==> config.mk <==
export PLATFORM = sky130hd
export DESIGN_NAME = popcount_sched
export DESIGN_NICKNAME = d
export VERILOG_FILES = /design/src/rtl/popcount_sched.sv
export SDC_FILE = /design/constraint.sdc
export NUM_CORES = 1
export LEC_CHECK = 0
export BUFFER_PORTS_ARGS = -buffer_cell sky130_fd_sc_hd__buf_2
export CAP_MARGIN = 5
export CORE_MARGIN = 3
export CORE_UTILIZATION = 55
export CTS_BUF_LIST = sky130_fd_sc_hd__clkbuf_8
export CTS_CLUSTER_SIZE = 24
export DETAILED_ROUTE_END_ITERATION = 10
export MAX_ROUTING_LAYER = met4
export PLACE_DENSITY_LB_ADDON = 0.3
export SLEW_MARGIN = 20
export SYNTH_ARGS = -nofsm -noshare
export SYNTH_HDL_FRONTEND = slang
export SYNTH_SLANG_ARGS = --single-unit
==> constraint.sdc <==
create_clock -name clk -period 6.4 [get_ports clk]
set_input_delay 0.32 -clock clk [delete_from_list [all_inputs] [get_ports clk]]
set_output_delay 0.32 -clock clk [all_outputs]
set_load 0.01 [all_outputs]
==> src/rtl/popcount_sched.sv <==
// popcount_sched: round-robin grant of one shared bit-serial ones-counter across NREQ requesters
// Ports:
//   clk, reset     rising-edge clock, asynchronous active-high reset
//   i_req          per-requester level request
//   i_data         per-requester word, requester i at [i*WIDTH +: WIDTH]
//   o_gnt          one-hot grant pulse, high for the cycle after the grant edge
//   o_busy         high whenever a job is in flight or its result is pending
//   o_res_valid    result available, held until accepted
//   o_res_id       requester owning the result
//   o_res_count    ones count of the captured word
//   i_res_ready    result consumer accepts
module popcount_sched #(
    parameter int NREQ  = 4,
    parameter int WIDTH = 16,
    parameter int CNTW  = $clog2(WIDTH + 1),
    parameter int IDW   = $clog2(NREQ)
) (
    input  logic                    clk,
    input  logic                    reset,
    input  logic [NREQ-1:0]         i_req,
    input  logic [NREQ*WIDTH-1:0]   i_data,
    output logic [NREQ-1:0]         o_gnt,
    output logic                    o_busy,
    output logic                    o_res_valid,
    output logic [IDW-1:0]          o_res_id,
    output logic [CNTW-1:0]         o_res_count,
    input  logic                    i_res_ready
);
    localparam int BW = $clog2(WIDTH);
    typedef enum logic [1:0] {S_IDLE, S_COUNT, S_DONE} state_t;
    state_t            r_state, w_next;
    logic [NREQ-1:0]   r_gnt;
    logic              r_res_valid;
    logic [IDW-1:0]    r_res_id, r_last, w_win, w_j;
    logic [CNTW-1:0]   r_res_count;
    logic [BW-1:0]     r_idx;
    logic [WIDTH-1:0]  r_word;
    logic              w_found, w_last_bit;
    // Search downward from the farthest candidate so the nearest one after r_last wins.
    always_comb begin
        w_found = 1'b0;
        w_win   = '0;
        w_j     = '0;
        for (int k = NREQ; k >= 1; k--) begin
            w_j = IDW'((int'(r_last) + k) % NREQ);
            if (i_req[w_j]) begin
                w_found = 1'b1;
                w_win   = w_j;
            end
        end
    end
    assign w_last_bit = r_idx == BW'(WIDTH - 1);
    always_comb begin
        w_next = r_state == S_IDLE  ? (w_found ? S_COUNT : S_IDLE) :
                 r_state == S_COUNT ? (w_last_bit ? S_DONE : S_COUNT) :
                                      (i_res_ready ? S_IDLE : S_DONE);
    end
    always_ff @(posedge clk or posedge reset) begin
        if (reset) begin
            r_state     <= S_IDLE;
            r_gnt       <= '0;
            r_res_valid <= 1'b0;
            r_res_id    <= '0;
            r_res_count <= '0;
            r_idx       <= '0;
            r_word      <= '0;
            r_last      <= IDW'(NREQ - 1);
        end else begin
            r_state <= w_next;
            r_gnt   <= '0;
            if (r_state == S_IDLE && w_found) begin
                r_gnt       <= NREQ'(1) << w_win;
                r_word      <= i_data[w_win*WIDTH +: WIDTH];
                r_res_id    <= w_win;
                r_last      <= w_win;
                r_res_count <= '0;
                r_idx       <= '0;
            end
            if (r_state == S_COUNT) begin
                r_res_count <= r_res_count + CNTW'(r_word[r_idx]);
                r_idx       <= r_idx + BW'(1);
                r_res_valid <= w_last_bit;
            end
            if (r_state == S_DONE && i_res_ready)
                r_res_valid <= 1'b0;
        end
    end
    assign o_gnt       = r_gnt;
    assign o_busy      = r_state != S_IDLE;
    assign o_res_valid = r_res_valid;
    assign o_res_id    = r_res_id;
    assign o_res_count = r_res_count;
endmodule

Word-level counts from Yosys, hierarchy flattened

Index checks and enable logic that the tools add are counted.

Flip-flop bits (word level): 36
Word-level logic and storage cells: 60
Memory bits (writable): 0
Bits of input ports: 71
Memory bits (read-only): 0
Latch bits: 0
Memories: 0
Output and inout port bits: 13

Equal/unequal tests: 3
Shift operators: 2
Bitwise logic cells: 0
Divide/modulo/power cells: 0
Add/sub/neg operators: 6
Magnitude comparators: 5
$mul: 0
Reductions and logical operators: 6
Muxes and demuxes: 30

Operators by type and width:

| operator                                           | count |
|---|---|
| variable part select 64 x 7 -> 16 bit              | 1 |
| two-way mux 2 bit                                  | 8 |
| < comparator 2 x 3 -> 1 bit, second input constant | 4 |
| two-way mux 1 bit                                  | 12 |
| two-way mux 4 bit                                  | 3 |
| two-way mux 5 bit                                  | 2 |
| binary-select mux 1 bit (select 2 bit)             | 4 |
| nonzero test 2 bit                                 | 3 |
| adder 5 x 1 -> 5 bit                               | 1 |
| < comparator 4 x 5 -> 1 bit, second input constant | 1 |
| adder 2 x 1 -> 2 bit, second input constant        | 2 |
| adder 2 bit, second input constant                 | 2 |
| adder 4 x 1 -> 4 bit, second input constant        | 1 |
| binary-select mux 1 bit (select 4 bit)             | 1 |
| == test 4 bit, second input constant               | 1 |
| left shift 1 x 2 -> 4 bit, first input constant    | 1 |
| == test 2 x 1 -> 1 bit, second input constant      | 1 |
| == test 2 bit, second input constant               | 1 |
| logical AND 1 bit                                  | 2 |
| logical NOT 2 bit                                  | 1 |

Depth between registers and ports, before layout

Word-level depth: 10
Gate-level depth with buffers: 10
Depth with buffers taken out: 9

Least setup slack after synthesis

No wires, ideal clock.

Path type: register to register
From: reg r_idx[0]
To: reg r_res_count[4] (netlist: o_res_count[4])
Data required time: 6.317 ns
Setup slack: 4.066 ns
Period minus slack after synthesis: 2.334 ns
Buffers on the path: 1
Setup time: 0.083 ns
Arrival: 2.252 ns
Stages on the path, launching flop included: 11
Cells stage by stage: dfrtp_1 clkbuf_1 mux4_2 nor2b_1 a211oi_1 a21oi_1 ha_1 ha_1 a31oi_1 o21ai_0 o21ai_0

Word-level cells in the longest chain between the ends: 4

Ends and longest elaborated chain:

| element                                 | line | text |
|---|---|---|
| from (decl)                             | 36   | `logic [BW-1:0] r_idx;` |
| from (signal assigned)                  | 81   | `r_idx <= r_idx + BW'(1);` |
| binary-select mux 1 bit (select 4 bit)  | 80   | `r_res_count <= r_res_count + CNTW'(r_word[r_idx]);` |
| two-way mux 1 bit (implied by the code) | 80   |  |
| adder 5 x 1 -> 5 bit                    | 80   |  |
| two-way mux 5 bit                       | 79   | `if (r_state == S_COUNT) begin` |
| to (signal assigned)                    | 80   |  |
| to (decl)                               | 35   | `logic [CNTW-1:0] r_res_count;` |

Every way passes these cells. The select of a mux whose other input is x is not followed.
A chain may end at the register's enable or synchronous reset.

Final worst setup path

From: reg r_last[0]
To: reg r_word[0]

Word-level cells in the longest chain between the ends: 8
Elaborated cells on any way between the ends: 22
Classes of those cells: 4 x add/sub; 1 x shift; 16 x mux; 1 x reduce/logical

Ends and longest elaborated chain:

| element                                                                           | line   | text |
|---|---|---|
| from (decl)                                                                       | 34     | `logic [IDW-1:0] r_res_id, r_last, w_win, w_j;` |
| from (signal assigned)                                                            | 67     | `r_last <= IDW'(NREQ - 1);` |
| from (signal assigned)                                                            | 75     | `r_last <= w_win;` |
| adder 2 x 1 -> 2 bit                                                              | 45     | `w_j = IDW'((int'(r_last) + k) % NREQ);` |
| binary-select mux 1 bit (select 2 bit)                                            | 46     | `if (i_req[w_j]) begin` |
| two-way mux 1 bit (implied by the code)                                           | 46     |  |
| two-way mux 2 bit / two-way mux 1 bit (equally long branches) (4 in series)       | 46     |  |
| variable part select 64 x 7 -> 16 bit / logical AND 1 bit (equally long branches) | 73, 71 |  |
| to (signal assigned)                                                              | 73     | `r_word <= i_data[w_win*WIDTH +: WIDTH];` |
| to (decl)                                                                         | 37     | `logic [WIDTH-1:0] r_word;` |

Several ways; a longest one is shown, not always the timed one. The select of a mux whose other input is x is not followed.

==> reports/metrics.yaml <==
status: "complete, no violations"
rows: 22
vias: 2023
synthArstFlopShare: 1.00
synth_seq_cells: 36
slew_viol_final: 0
grt_max_degree: 39
tightest_slew_ns: 0.962
gr-total-overflow: 0
synth.distinct_cells: 36
power_frac_clock: 0.143
crit_buf_inv: 0
drive_above_1_share: 0.375
portBuffers: 83
antenna_found_initial: 0
final.setup.tns_ns: 0
reg2reg_depth: 5
via_per_inst: 5.70
setup_ws_ns: 3.74
ctsResizeCount: 0
yosysMostFrequentCell: "dfrtp_1"
wl_per_cell_microns: 15.1
min_period_ns: 2.66
synth_common_cells: "34 x dfrtp_1, 25 x nor2_1, 19 x a211oi_1"
cts_root_buf: "clkbuf_8"
ios: 84
rrSetupSlack_ns: 3.74
hold_viol: 0
dp_slack_ns: 3.75
clkSinkCount: 36
swShare: 0.417
synth_area_leaders: "dfrtp_1 38%, a211oi_2 7.8%, mux2i_1 7.6%"
drv_cap: 0
areaGrowthSynthToFinish_pct: 20.8
cts_tree: "done"
path_clk_slew_ns: 0.07
first_pass_iters: 5
synth_top_area_frac: 0.379
drc: 0
hold_ws_ns: 0.131
postCtsSetupBuffers: 0
ant_nets: 0
slowest_delay_ns: 0.93
slew_headroom: 0.359
critPathLaunchType: "flip-flop"
dp_hpwl_microns: 4000
drt_iter0_markers: 195
syn-instance-count: 233
leakagePower_nw: 1.32
p_int_mw: 0.660
rsz0062_at_grt: "false"
drt_wl_total_microns: 5370
synth-warning-count: 0
crit_chain: "nand2b_1, a21bo_1, and3_2, mux2i_1, a211oi_1"
post_synth.cell_area_avg_sq_um: 9.64
period_share: 0.416
grt_pass1_wl_microns: 9290
cts_max_level: 2
yosysSeqAreaShare: 0.402
netlist_area_sq_um: 2250
nets: 380
fin_skew_ns: 0.00362
antenna_cells: 0
die_x_microns: 69.9
grt_pass1_vias: 2085
power_density_nw_per_um2: 417
p_sw_mw: 0.472
worstHoldPathType: "input pin to asynchronous set/reset pin"
crit_required_ns: 6.53
worst_ep_arrival_time_ns: 2.78
start_util: 0.592
max_freq_ghz: 0.376
track_usage: 0.238
synth_edf_count: 0
seqPwrFrac: 0.370
setup_violations: 0
synth_nets: 307
endpoint_kind: "flip-flop"
r2r_end: "r_word[0]$_DFFE_PP0P_"
critPathMaxFanout: 38
postCtsHoldBufs: 0
cts_buffers: 5
die-area_sq_um: 4890
slowest_stage: "and3_2"
place_congestion: 0.829
worstSetupPathType: "flip-flop to flip-flop"
cp_top_family: "simple AND/OR/NAND/NOR gates"
p_comb_frac: 0.487
worstReg2RegStart: "r_last[0]$_DFFE_PP1P_"
core_sq_um: 3800
synth_ff_type: "dfrtp_1"
dieHeight_microns: 69.9
yosys.area.top_type: "dfrtp_1"
ir_worst_vdd_mv: 0.212
ctsLongestPathBuffers: 2
clock_latency_ns: 0.28
## power by group through the flow
stage / Sequential, mW / Combinational (mW) / Clock [mW]
after detailed placement: 0.422 / 0.553 / 0
after global routing: 0.435 / 0.622 / 0.177
final: 0.419 / 0.552 / 0.162
after CTS: 0.418 / 0.555 / 0.164
after global placement: 0.419 / 0.535 / 0
after floorplan: 0.399 / 0.459 / 0
## metrics by stage
stage | std cells | power, mW | area [sq um] | util
floorplan | 233 | 0.858 | 2250 | -
global placement | 347 | 0.954 | 2620 | 0.691
detailed placement | 347 | 0.975 | 2620 | 0.691
CTS | 355 | 1.14 | 2710 | 0.714
global route | 355 | 1.23 | 2710 | 0.714
finish | 355 | 1.13 | 2710 | 0.714
## worst max path at each step
stage | from | end | depth (start not counted)
global placement | r_last[0]$_DFFE_PP1P_ | r_word[0]$_DFFE_PP0P_ | 5
finish | r_last[0]$_DFFE_PP1P_ | r_word[0]$_DFFE_PP0P_ | 5
floorplan | r_idx[0]$_DFFE_PP0P_ | o_res_count[4]$_DFFE_PP0P_ | 10
CTS | r_last[0]$_DFFE_PP1P_ | r_word[0]$_DFFE_PP0P_ | 5
detailed placement | r_last[0]$_DFFE_PP1P_ | r_word[0]$_DFFE_PP0P_ | 5
global route | r_last[0]$_DFFE_PP1P_ | r_word[0]$_DFFE_PP0P_ | 5
## sequential cells by signal (all words and copies together) (netlist names)
signal,count
o_gnt,4
o_res_count,5
o_res_id,2
o_res_valid,1
r_idx,4
r_last,2
r_state,2
r_word,16
## layout make-up
cell class | count | area, sq um
multi-input cells | 161 | 1170
fillers | 284 | 1080
flip-flops and latches | 36 | 903
repair buffers | 84 | 423
clock buffers | 6 | 82.6
inverters | 18 | 67.6
well taps | 48 | 60.1
clock inverters | 2 | 7.51
## layer usage
metal / up-vias / routed length, microns / GRT usage
met3: 4 / 331 / 0.0360
met4: 0 / 52 / 0.0617
met1: 957 / 2310 / 0.309
li1: 995 / - / -
met2: 67 / 2680 / 0.390
met5: - / 0 / -
## cell families (layout without fill, tap and decap cells)
| group | count (synthesis) | count (layout) | share of synthesized area |
|---|---|---|---|
| adders and majority gates | 3 | 3 | 0.0167 |
| AOI/OAI and AO/OA | 75 | 75 | 0.256 |
| DFF | 36 | 36 | 0.402 |
| xor gates and xnor gates | 1 | 1 | 0.00390 |
| and+or+nand+nor | 61 | 61 | 0.126 |
| muxes | 21 | 21 | 0.116 |
| buffers and inverters | 36 | 110 | 0.0796 |
## placed cells by master, fill, tap and decap left out, drive strengths merged, types with 2 or more instances in the layout
cell type   n
clkbuf      6
nor2b       2
dfrtp      34
nand2      13
a211oi     33
buf        84
o21ai      12
a31oi      18
dfstp       2
a21oi       5
ha          3
inv        20
nand4       2
or2         2
a21o        4
mux2i      17
and3        2
nand2b      4
nand3       6
mux4        4
nor2       26
## worst min-delay path: stages
cell and delay [ns]:
buf_2 0.09, inv_1 0.04, buf_4 0.40
Power figures use the tool's default switching activity.
